--- src/rtl/conv_output_packer.sv ---
// Write-back packer for the 3x3 convolution datapath: follows raster position on
// a delayed pixel-valid, drops invalid-window results, emits a packed addressed stream.
module conv_output_packer #(
  parameter int IMAGE_WIDTH  = 128,
  parameter int IMAGE_HEIGHT = 128,
  parameter int LAT          = 3,
  parameter int ADDR_W       = 14
) (
  input  logic              clk,
  input  logic              rst_n,
  input  logic              start,
  input  logic [7:0]        stage_width,
  input  logic [7:0]        stage_height,
  input  logic              pix_valid,
  input  logic [7:0]        data_in,
  output logic              out_valid,
  output logic [7:0]        out_data,
  output logic [ADDR_W-1:0] out_addr,
  output logic              out_last,
  output logic              busy,
  output logic              done,
  output logic              err
);

  typedef enum logic [1:0] {
    IDLE  = 2'd0,
    ARMED = 2'd1,
    RUN   = 2'd2,
    DONE  = 2'd3
  } state_t;

  localparam logic [8:0] MAX_W = 9'(IMAGE_WIDTH);
  localparam logic [8:0] MAX_H = 9'(IMAGE_HEIGHT);

  state_t            state_q, state_d;
  logic [LAT-1:0]    dly_q;
  logic              dv;
  logic [7:0]        w_q, w_d;
  logic [7:0]        h_q, h_d;
  logic [7:0]        r_q, r_d;
  logic [7:0]        c_q, c_d;
  logic [ADDR_W-1:0] addr_q, addr_d;
  logic              err_q, err_d;
  logic              ov_q, ov_d;
  logic [7:0]        od_q, od_d;
  logic [ADDR_W-1:0] oa_q, oa_d;
  logic              ol_q, ol_d;
  logic              busy_q, busy_d;
  logic              done_q, done_d;

  logic size_ok;
  logic beat_valid;
  logic beat_last;
  logic col_wrap;

  // Pixel-valid delay line; its tail lines up with the MAC result on data_in.
  always_ff @(posedge clk or negedge rst_n) begin
    if (!rst_n) begin
      dly_q <= '0;
    end else begin
      // NOTE: sequential state uses non-blocking assignments so every stage
      // samples the pre-edge value of its neighbour, giving a true shift.
      dly_q[0] <= pix_valid;
      for (int i = 1; i < LAT; i++) begin
        dly_q[i] <= dly_q[i-1];
      end
    end
  end

  assign dv = dly_q[LAT-1];

  assign size_ok = (stage_width  >= 8'd3) && ({1'b0, stage_width}  <= MAX_W) &&
                   (stage_height >= 8'd3) && ({1'b0, stage_height} <= MAX_H);

  assign beat_valid = (r_q >= 8'd2) && (c_q >= 8'd2);
  assign beat_last  = (r_q == h_q - 8'd1) && (c_q == w_q - 8'd1);
  assign col_wrap   = (c_q == w_q - 8'd1);

  always_comb begin
    // NOTE: every combinational output gets a default before any branch, so no
    // path leaves a signal unassigned and no latch is inferred.
    state_d = state_q;
    w_d     = w_q;
    h_d     = h_q;
    r_d     = r_q;
    c_d     = c_q;
    addr_d  = addr_q;
    err_d   = err_q;
    ov_d    = 1'b0;
    od_d    = 8'd0;
    oa_d    = '0;
    ol_d    = 1'b0;
    busy_d  = (state_q == ARMED) || (state_q == RUN);
    done_d  = (state_q == DONE);

    unique case (state_q)
      IDLE: ;
      ARMED: begin
        // The first beat is raster (0,0); widths are at least 3, so no wrap here.
        if (dv) begin
          r_d     = 8'd0;
          c_d     = 8'd1;
          state_d = RUN;
        end
      end
      RUN: begin
        if (dv) begin
          if (beat_valid) begin
            ov_d   = 1'b1;
            od_d   = data_in;
            oa_d   = addr_q;
            ol_d   = beat_last;
            addr_d = addr_q + ADDR_W'(1);
          end
          if (col_wrap) begin
            c_d = 8'd0;
            r_d = r_q + 8'd1;
          end else begin
            c_d = c_q + 8'd1;
          end
          if (beat_last) begin
            state_d = DONE;
          end
        end else begin
          err_d = 1'b1;
        end
      end
      DONE: state_d = IDLE;
      default: state_d = IDLE;
    endcase

    // A start wins over everything else, including a coincident final beat.
    if (start) begin
      ov_d = 1'b0;
      od_d = 8'd0;
      oa_d = '0;
      ol_d = 1'b0;
      if (size_ok) begin
        w_d     = stage_width;
        h_d     = stage_height;
        r_d     = 8'd0;
        c_d     = 8'd0;
        addr_d  = '0;
        err_d   = 1'b0;
        state_d = ARMED;
      end else begin
        err_d   = 1'b1;
        state_d = IDLE;
      end
    end
  end

  always_ff @(posedge clk or negedge rst_n) begin
    if (!rst_n) begin
      state_q <= IDLE;
      w_q     <= 8'd0;
      h_q     <= 8'd0;
      r_q     <= 8'd0;
      c_q     <= 8'd0;
      addr_q  <= '0;
      err_q   <= 1'b0;
      ov_q    <= 1'b0;
      od_q    <= 8'd0;
      oa_q    <= '0;
      ol_q    <= 1'b0;
      busy_q  <= 1'b0;
      done_q  <= 1'b0;
    end else begin
      state_q <= state_d;
      w_q     <= w_d;
      h_q     <= h_d;
      r_q     <= r_d;
      c_q     <= c_d;
      addr_q  <= addr_d;
      err_q   <= err_d;
      ov_q    <= ov_d;
      od_q    <= od_d;
      oa_q    <= oa_d;
      ol_q    <= ol_d;
      busy_q  <= busy_d;
      done_q  <= done_d;
    end
  end

  assign out_valid = ov_q;
  assign out_data  = od_q;
  assign out_addr  = oa_q;
  assign out_last  = ol_q;
  assign busy      = busy_q;
  assign done      = done_q;
  assign err       = err_q;

endmodule

--- config.mk ---
export PLATFORM = sky130hd
export DESIGN_NAME = conv_output_packer
export DESIGN_NICKNAME = d
export VERILOG_FILES = /design/src/rtl/conv_output_packer.sv
export SDC_FILE = /design/constraint.sdc
export NUM_CORES = 1
export LEC_CHECK = 0
export ABC_CLOCK_PERIOD_IN_PS = 8340
export BUFFER_PORTS_ARGS = -buffer_cell sky130_fd_sc_hd__buf_4
export CORE_ASPECT_RATIO = 0.9
export CORE_MARGIN = 2
export CORE_UTILIZATION = 30
export CTS_CLUSTER_SIZE = 8
export DETAILED_ROUTE_END_ITERATION = 7
export PLACE_DENSITY = 0.57
export SLEW_MARGIN = 0
export SYNTH_ARGS = -nofsm -noshare
export SYNTH_HDL_FRONTEND = slang
export SYNTH_SLANG_ARGS = --single-unit
--- constraint.sdc ---
create_clock -name clk -period 8.34 [get_ports clk]
set_input_delay 2.085 -clock clk [delete_from_list [all_inputs] [get_ports clk]]
set_output_delay 2.085 -clock clk [all_outputs]
set_load 0.01 [all_outputs]
==> results of run 1 <==
worst paths after layout:
kind                                 start          end  slack, ps  cells after the start
setup / recovery           stage_height[4]       w_q[2]       4320                      8
hold / removal                    dly_q[0]     dly_q[1]        360                      0
setup reg to reg                    w_q[0]       r_q[4]       5110                      9
hold reg to reg                   dly_q[0]     dly_q[1]        360                      0
max in group asynchronous            rst_n       w_q[1]       5800                      1
min in group asynchronous            rst_n  out_data[5]       1910                      1
metal layers:
layer  up-vias  routed length, um  GRT usage, %
met5         -                  0             0
met2        43               4197         21.41
met4         0                144         5.333
met1      1535               4066         16.69
li1       1547                  -             -
met3        11                267         3.357
placed cells by master (no fill, tap or decap), drive strengths merged, types with 2 or more instances in the layout:
cell and count:
nor3b 2, and2 25, and3b 2, nand3b 3
or2 3, nor2 36, and3 4, xor2 9
a211oi 2, or4 10, inv 17, buf 56
o21ai 13, nand3 10, nand4b 2, nor2b 2
or3 10, xnor2 20, dfrtp 78, a21oi 16
bufinv 2, nor4 7, a31oi 16, nand4 14
clkinv 3, o31ai 3, and4 3, nand2 31
ha 11, clkbuf 10, o211ai 2, mux2 11
nor3 15
area by class of cell:
class,instances,area [um2]
clock inverter,6,93.84
sequential,78,1952
clock buffer,10,239.0
tap,164,205.2
inverter,17,63.81
timing repair buffer,56,420.4
multi-input combinational,295,1912
fill,1260,7948
through the flow:
| step | worst slack (ps) | power [mW] | instances | hold slack (ps) |
|---|---|---|---|---|
| global route | 4165 | 1.148 | 626 | 363.7 |
| floorplan | 4157 | 0.5879 | 406 | 331.2 |
| CTS | 4319 | 1.097 | 626 | 361.1 |
| global placement | 4013 | 0.6575 | 610 | 333.7 |
| detailed placement | 3961 | 0.6607 | 610 | 346.5 |
| finish | 4318 | 1.082 | 626 | 357.8 |
flip-flops by register name, summed over array words and instances, names as in the netlist:
| signal | cells |
|---|---|
| addr_q | 14 |
| out_addr | 14 |
| c_q | 8 |
| h_q | 8 |
| out_data | 8 |
| r_q | 8 |
| w_q | 8 |
| dly_q | 3 |
| state_q | 2 |
| busy | 1 |
| done | 1 |
| err | 1 |
| out_last | 1 |
| out_valid | 1 |
power by group through the flow:
stage,sequential (mW),clock (mW),combinational (mW)
after floorplan,0.438,0,0.150
after CTS,0.440,0.441,0.216
after detailed placement,0.447,0,0.214
after global placement,0.446,0,0.212
after global routing,0.445,0.459,0.244
final,0.440,0.428,0.214
critical path: stages:
cell     delay (ps)
buf_4           110
or4_1           530
nor2_1          140
and3_1          170
o21ai_0         140
a21oi_4         140
buf_4           500
mux2_2          400
kinds of logic after synthesis:
family	share of synthesized area (%)
DFF	49.15
buffers and inverters	3.150
muxes	3.371
and+or+nand+nor	25.05
xor gates and xnor gates	6.396
AOI/OAI and AO/OA	9.420
adders and majority gates	3.466
==> key figures, run 1 <==
Status
  – Outcome: complete, no violations

Placed design
  – Placed Area: 4553 um2
  – GP Congestion: about 0.8
  – I/O Buffers: 54
  – Detailed placement HPWL: 5973 um

Detailed routing
  – Routed length per instance: approximately 14 um
  – Antenna viol nets, final: 0
  – Total routed wirelength: about 8700 um
  – Detailed Route Iter0 Violations: 176
  – First-pass iteration count of the detailed router: 4
  – # DRC: 0
  – Via density: roughly 5
  – Via count: around 3100

Flow run
  – Maxcap violations: 0

Cells and area
  – Nets: 496
  – Layout overhead on the synthesized area: 23.03%
  – # diodes: 0
  – Final design utilization: a little under two fifths
  – Post-route cell area: just under 5000 um2
  – Share of post-route cells with drive strength above 1: roughly a fifth

Logic synthesis
  – Syn Inst Count: between 400 and 500
  – Synth Warn #: 0
  – Syn Area/Cell: roughly 9.8 um2
  – Post-synth top area cell: dfrtp_1
  – Post-Syn Nets: approximately 450
  – Most frequent cell after synthesis: dfrtp_1
  – Synth top cells by count: dfrtp_1, nor2_1, nand2_1, and2_1, xnor2_1
  – Synth area leaders: dfrtp_1, xnor2_1, and2_1
  – EDFF count, synth: 0
  – Seq/Total Area, Yosys: about half
  – FFs w/ async S/R, synth: 100.0%
  – Top FF cell, synth: dfrtp_1
  – Area fraction of the dominant cell type after synthesis: approximately half
  – Synth Cell Area: between 3000 and 4000 um2
  – Synth cell types: 48
  – Yosys reg bits: 78

Floorplan
  – Top Ports: 55
  – Core ar.: 12830 um2
  – Die Wd: approximately 130 um
  – Initial Util: just over 30%
  – Row count: 39
  – Full die area: between 10000 and 15000 um2
  – Die Ht: approximately 110 um

STA
  – RSZ-0062 raised after global routing: no
  – Worst slew pin tran: ~980 ps
  – Setup violators final: 0
  – Final period util: roughly half
  – Worst Skew: between 5 and 6 ps
  – Setup TNS: 0 ps
  – Slew Viols, Final: 0
  – Fin crit period: just over 4000 ps
  – Fmax: approximately 0.25 GHz
  – Final hold viol count: 0
  – Slew HR: a little over a third

GRT
  – Initial antenna violation count: 0
  – Vias in the first global route: approximately 3200
  – GR Overflow Total: 0
  – Total GRT Usage: 13.10%
  – First-pass GRT wire length: about 15000 um
  – Largest net degree at the start of global routing: 79

Clock tree
  – Post-CTS Setup Inserts: 0
  – H-tree lvl count: 3
  – CTS Buf Count: 9
  – CTS tree: yes
  – Worst skew pair latency: 330 ps
  – CTS Hold Bufs: 0
  – CTS resizes: 0
  – Root buf cell: clkbuf_16
  – Clock slew at reported path FFs: 60 ps
  – CTS max path bufs: 2
  – Clk sink count: 78

Power and ir drop
  – Comb pwr share: 19.8%
  – P_sw: between 300 and 400 uW
  – Pleak: 2.149 nW
  – Clk pwr share: 39.5%
  – Part of the power in registers: between 40% and 50%
  – Peak supply drop: 96.17 uV
  – Internal Power: 761.1 uW
  – P per Cell Area: roughly 220 nW/um2
  – Sw Ratio: ~30%

Worst setup path
  – Crit Path Class: in -> reg
  – Crit-path max FO: 53
  – Worst Setup End Kind: flop
  – Required @ worst endpoint: between 8000 and 9000 ps
  – Arr. time, crit path: 4240 ps
  – Crit start category: input port

Min path
  – Hold WC Path Type: reg -> reg
Power figures use the tool's default switching activity.
==> run 2, diff against run 1 <==
--- a/config.mk
+++ b/config.mk
@@ -5,14 +5,14 @@
 export SDC_FILE = /design/constraint.sdc
 export NUM_CORES = 1
 export LEC_CHECK = 0
-export ABC_CLOCK_PERIOD_IN_PS = 8340
+export ABC_CLOCK_PERIOD_IN_PS = 3290
 export BUFFER_PORTS_ARGS = -buffer_cell sky130_fd_sc_hd__buf_4
 export CORE_ASPECT_RATIO = 0.9
 export CORE_MARGIN = 2
 export CORE_UTILIZATION = 30
 export CTS_CLUSTER_SIZE = 8
 export DETAILED_ROUTE_END_ITERATION = 7
-export PLACE_DENSITY = 0.57
+export PLACE_DENSITY = 0.59
 export SLEW_MARGIN = 0
 export SYNTH_ARGS = -nofsm -noshare
 export SYNTH_HDL_FRONTEND = slang
==> constraint.sdc (replaced) <==
create_clock -name clk -period 3.29 [get_ports clk]
set_input_delay 0.8225 -clock clk [delete_from_list [all_inputs] [get_ports clk]]
set_output_delay 0.8225 -clock clk [all_outputs]
set_load 0.01 [all_outputs]
==> run 2 against run 1 <==
  * Clock power up 130%
  * Highest routed layer unchanged
  * First-iteration DRC count rose by 24%
  * Core utilization rose by 0.13 points
  * Combinational power rose to 2.6 times the previous value
  * Sequential cell count stayed put
  * Clock-buffer cell count did not move
  * Sequential power rose to 2.5 times the previous value
  * Critical path depth is 1 higher
  * Die area is the same
  * Global-route usage is 0.38 points lower
  * Wire length increased by 1.5%
==> key figures, run 2 (synthesized netlist as in run 1, its figures left out) <==
Status
  – Outcome: complete, no violations

Worst setup path
  – Worst Setup End Kind: flop
  – Worst R2R Start: w_q[0]
  – Crit start category: flop
  – Slowest-stage cell, CP: a2111o_1
  – Critical-path cell list: inv_1 -> ha_1 -> nor3b_1 -> a21oi_1 -> nand4b_1 -> a2111o_1 -> or2_1 -> or4_1 -> a31oi_1
  – Slowest stage delay, CP: 520 ps (about the same)
  – Required @ worst endpoint: 3550 ps (-5010 ps)
  – Crit Path Class: reg -> reg
  – Crit-path max FO: 8 (-85%)
  – Worst R2R Path Depth: 9 (unchanged)
  – R2r setup slk: 320 ps (-4790 ps)
  – Worst r2r dst: r_q[4]
  – Arr. time, crit path: 3230 ps (-1010 ps)

Floorplan
  – Die Ht: 113.2 um (unchanged)
  – Die Wd: 125.3 um (unchanged)
  – Full die area: 14180 um2 (unchanged)
  – Top Ports: 55 (unchanged)
  – Row count: 39 (unchanged)
  – Initial Util: 30.94% (unchanged)
  – Core ar.: 12830 um2 (unchanged)

STA
  – Setup TNS: 0 ps (unchanged)
  – Fmax: around 0.34 GHz
  – Final period util: about 90%
  – Final hold viol count: 0 (unchanged)
  – Hold WS: 360.3 ps (+2.511 ps)
  – Worst Skew: 10.14 ps (+4.522 ps)
  – Worst slew pin tran: 975.0 ps (-1.068 ps)
  – Fin crit period: between 2000 and 3000 ps
  – Slew HR: 35.00% (+0.071 points)
  – Setup violators final: 0 (unchanged)
  – Slew Viols, Final: 0 (unchanged)
  – RSZ-0062 raised after global routing: no

Detailed routing
  – Detailed Route Iter0 Violations: 219 (+24%)
  – # DRC: 0 (unchanged)
  – First-pass iteration count of the detailed router: 4 (unchanged)
  – Via density: 4.983 (-0.54%)
  – Via count: 3154 (+0.57%)
  – Total routed wirelength: 8803 um (+1.5%)
  – Routed length per instance: 13.91 um (+0.34%)
  – Antenna viol nets, final: 0 (unchanged)

Clock tree
  – H-tree lvl count: 3 (unchanged)
  – Clk sink count: 78 (unchanged)
  – Root buf cell: clkbuf_16
  – CTS resizes: 0 (unchanged)
  – CTS tree: yes
  – Post-CTS Setup Inserts: 0 (unchanged)
  – CTS max path bufs: 2 (unchanged)
  – CTS Buf Count: 9 (unchanged)
  – Clock slew at reported path FFs: 70 ps (about the same)
  – Worst skew pair latency: 340 ps (about the same)
  – CTS Hold Bufs: 0 (unchanged)

Placed design
  – I/O Buffers: 54 (unchanged)
  – GP Congestion: 0.8023 (-2.0%)
  – Inst Count DP: 617 (+1.1%)
  – Detailed placement HPWL: 6212 um (+4.0%)

Min path
  – Sink of the worst hold path: dly_q[2]
  – Hold_sp: dly_q[1]
  – Hold Crit Depth: 0 (unchanged)
  – Hold WC Path Type: reg -> reg

Flow run
  – Maxcap violations: 0 (unchanged)

GRT
  – Vias in the first global route: 3042 (-3.7%)
  – Total GRT Usage: 12.73% (-0.38 points)
  – Initial antenna violation count: 0 (unchanged)
  – Largest net degree at the start of global routing: 79 (unchanged)
  – First-pass GRT wire length: 14780 um (-2.1%)
  – GR Overflow Total: 0 (unchanged)

Power and ir drop
  – PnR Total Power: 2.673 mW (+150%)
  – P per Cell Area: 545.2 nW/um2 (+150%)
  – Clk pwr share: 37.2% (-2.3 points)
  – Internal Power: 1.846 mW (+140%)
  – Part of the power in registers: 41.6% (+1.0 points)
  – P_sw: 826.3 uW (+160%)
  – Sw Ratio: 30.92% (+1.3 points)
  – Comb pwr share: 21.2% (+1.4 points)
  – Peak supply drop: 309.4 uV (+220%)
  – Pleak: 2.163 nW (+0.66%)

Cells and area
  – # diodes: 0 (unchanged)
  – Layout overhead on the synthesized area: 23.44%
  – Commonest non-fill, non-tap cell in the layout: dfrtp_1
  – Share of post-route cells with drive strength above 1: 21.11% (+0.98 points)
  – Commonest cells after routing, fill and taps aside: dfrtp_1, buf_4, nor2_1
  – Nets: 503 (+1.4%)
  – Fin cells: 633 (+1.1%)
## run 2: final cells by class
type,count,area (um2)
Clock inverter,6,67.56
Fill cell,1251,7931
Tap cell,164,205.2
Clock buffer,10,229.0
Multi-Input combinational cell,295,1912
Sequential cell,78,1952
Timing Repair Buffer,63,473.0
Inverter,17,63.81
## run 2: metrics by stage
| stage | util [%] | setup slack [ps] | area [um2] |
|---|---|---|---|
| 4_1_cts | 38.20 | 338.1 | 4902 |
| 3_3_place_gp | 35.89 | 263.6 | 4606 |
| 6_report | 38.20 | 317.4 | 4902 |
| 5_1_grt | 38.20 | 54.95 | 4902 |
| 3_5_place_dp | 35.89 | 217.1 | 4606 |
| 2_1_floorplan | - | 369.9 | 3971 |
## run 2: power by group through the flow
stage                     logic (mW)  clock network [mW]  registers (mW)
after floorplan                0.380                   0            1.11
after global placement         0.555                   0            1.13
after detailed placement       0.565                   0            1.13
after CTS                      0.569                1.02            1.11
after global routing           0.636                1.05            1.12
final                          0.566               0.995            1.11
## run 2: worst max path at each step
| stage | startpoint | to | slack [ps] | cells past startpoint |
|---|---|---|---|---|
| finish | w_q[0] | r_q[4] | 320 | 9 |
| global route | w_q[0] | r_q[4] | 50 | 9 |
| CTS | w_q[0] | r_q[4] | 340 | 9 |
| detailed placement | stage_height[4] | r_q[0] | 220 | 9 |
| global placement | stage_height[4] | r_q[0] | 260 | 9 |
| floorplan | stage_height[4] | addr_q[10] | 370 | 8 |
## run 2: worst max-delay path: cells and delay by family (launching register included)
family	cells	cell delay [ps]
DFF	1	410
AOI/OAI and AO/OA	3	810
buffers and inverters	1	90
adders and majority gates	1	190
and+or+nand+nor	4	1400
## run 2: per-layer routing
| layer | vias to the layer above | routed length (um) | GRT usage [%] | part of all wire [%] |
|---|---|---|---|---|
| met5 | - | 0 | 0 | 0 |
| met1 | 1517 | 4166 | 16.80 | 47 |
| met3 | 14 | 274 | 2.364 | 3.1 |
| met4 | 0 | 186 | 6.000 | 2.1 |
| li1 | 1557 | - | - | - |
| met2 | 66 | 4175 | 20.36 | 47 |
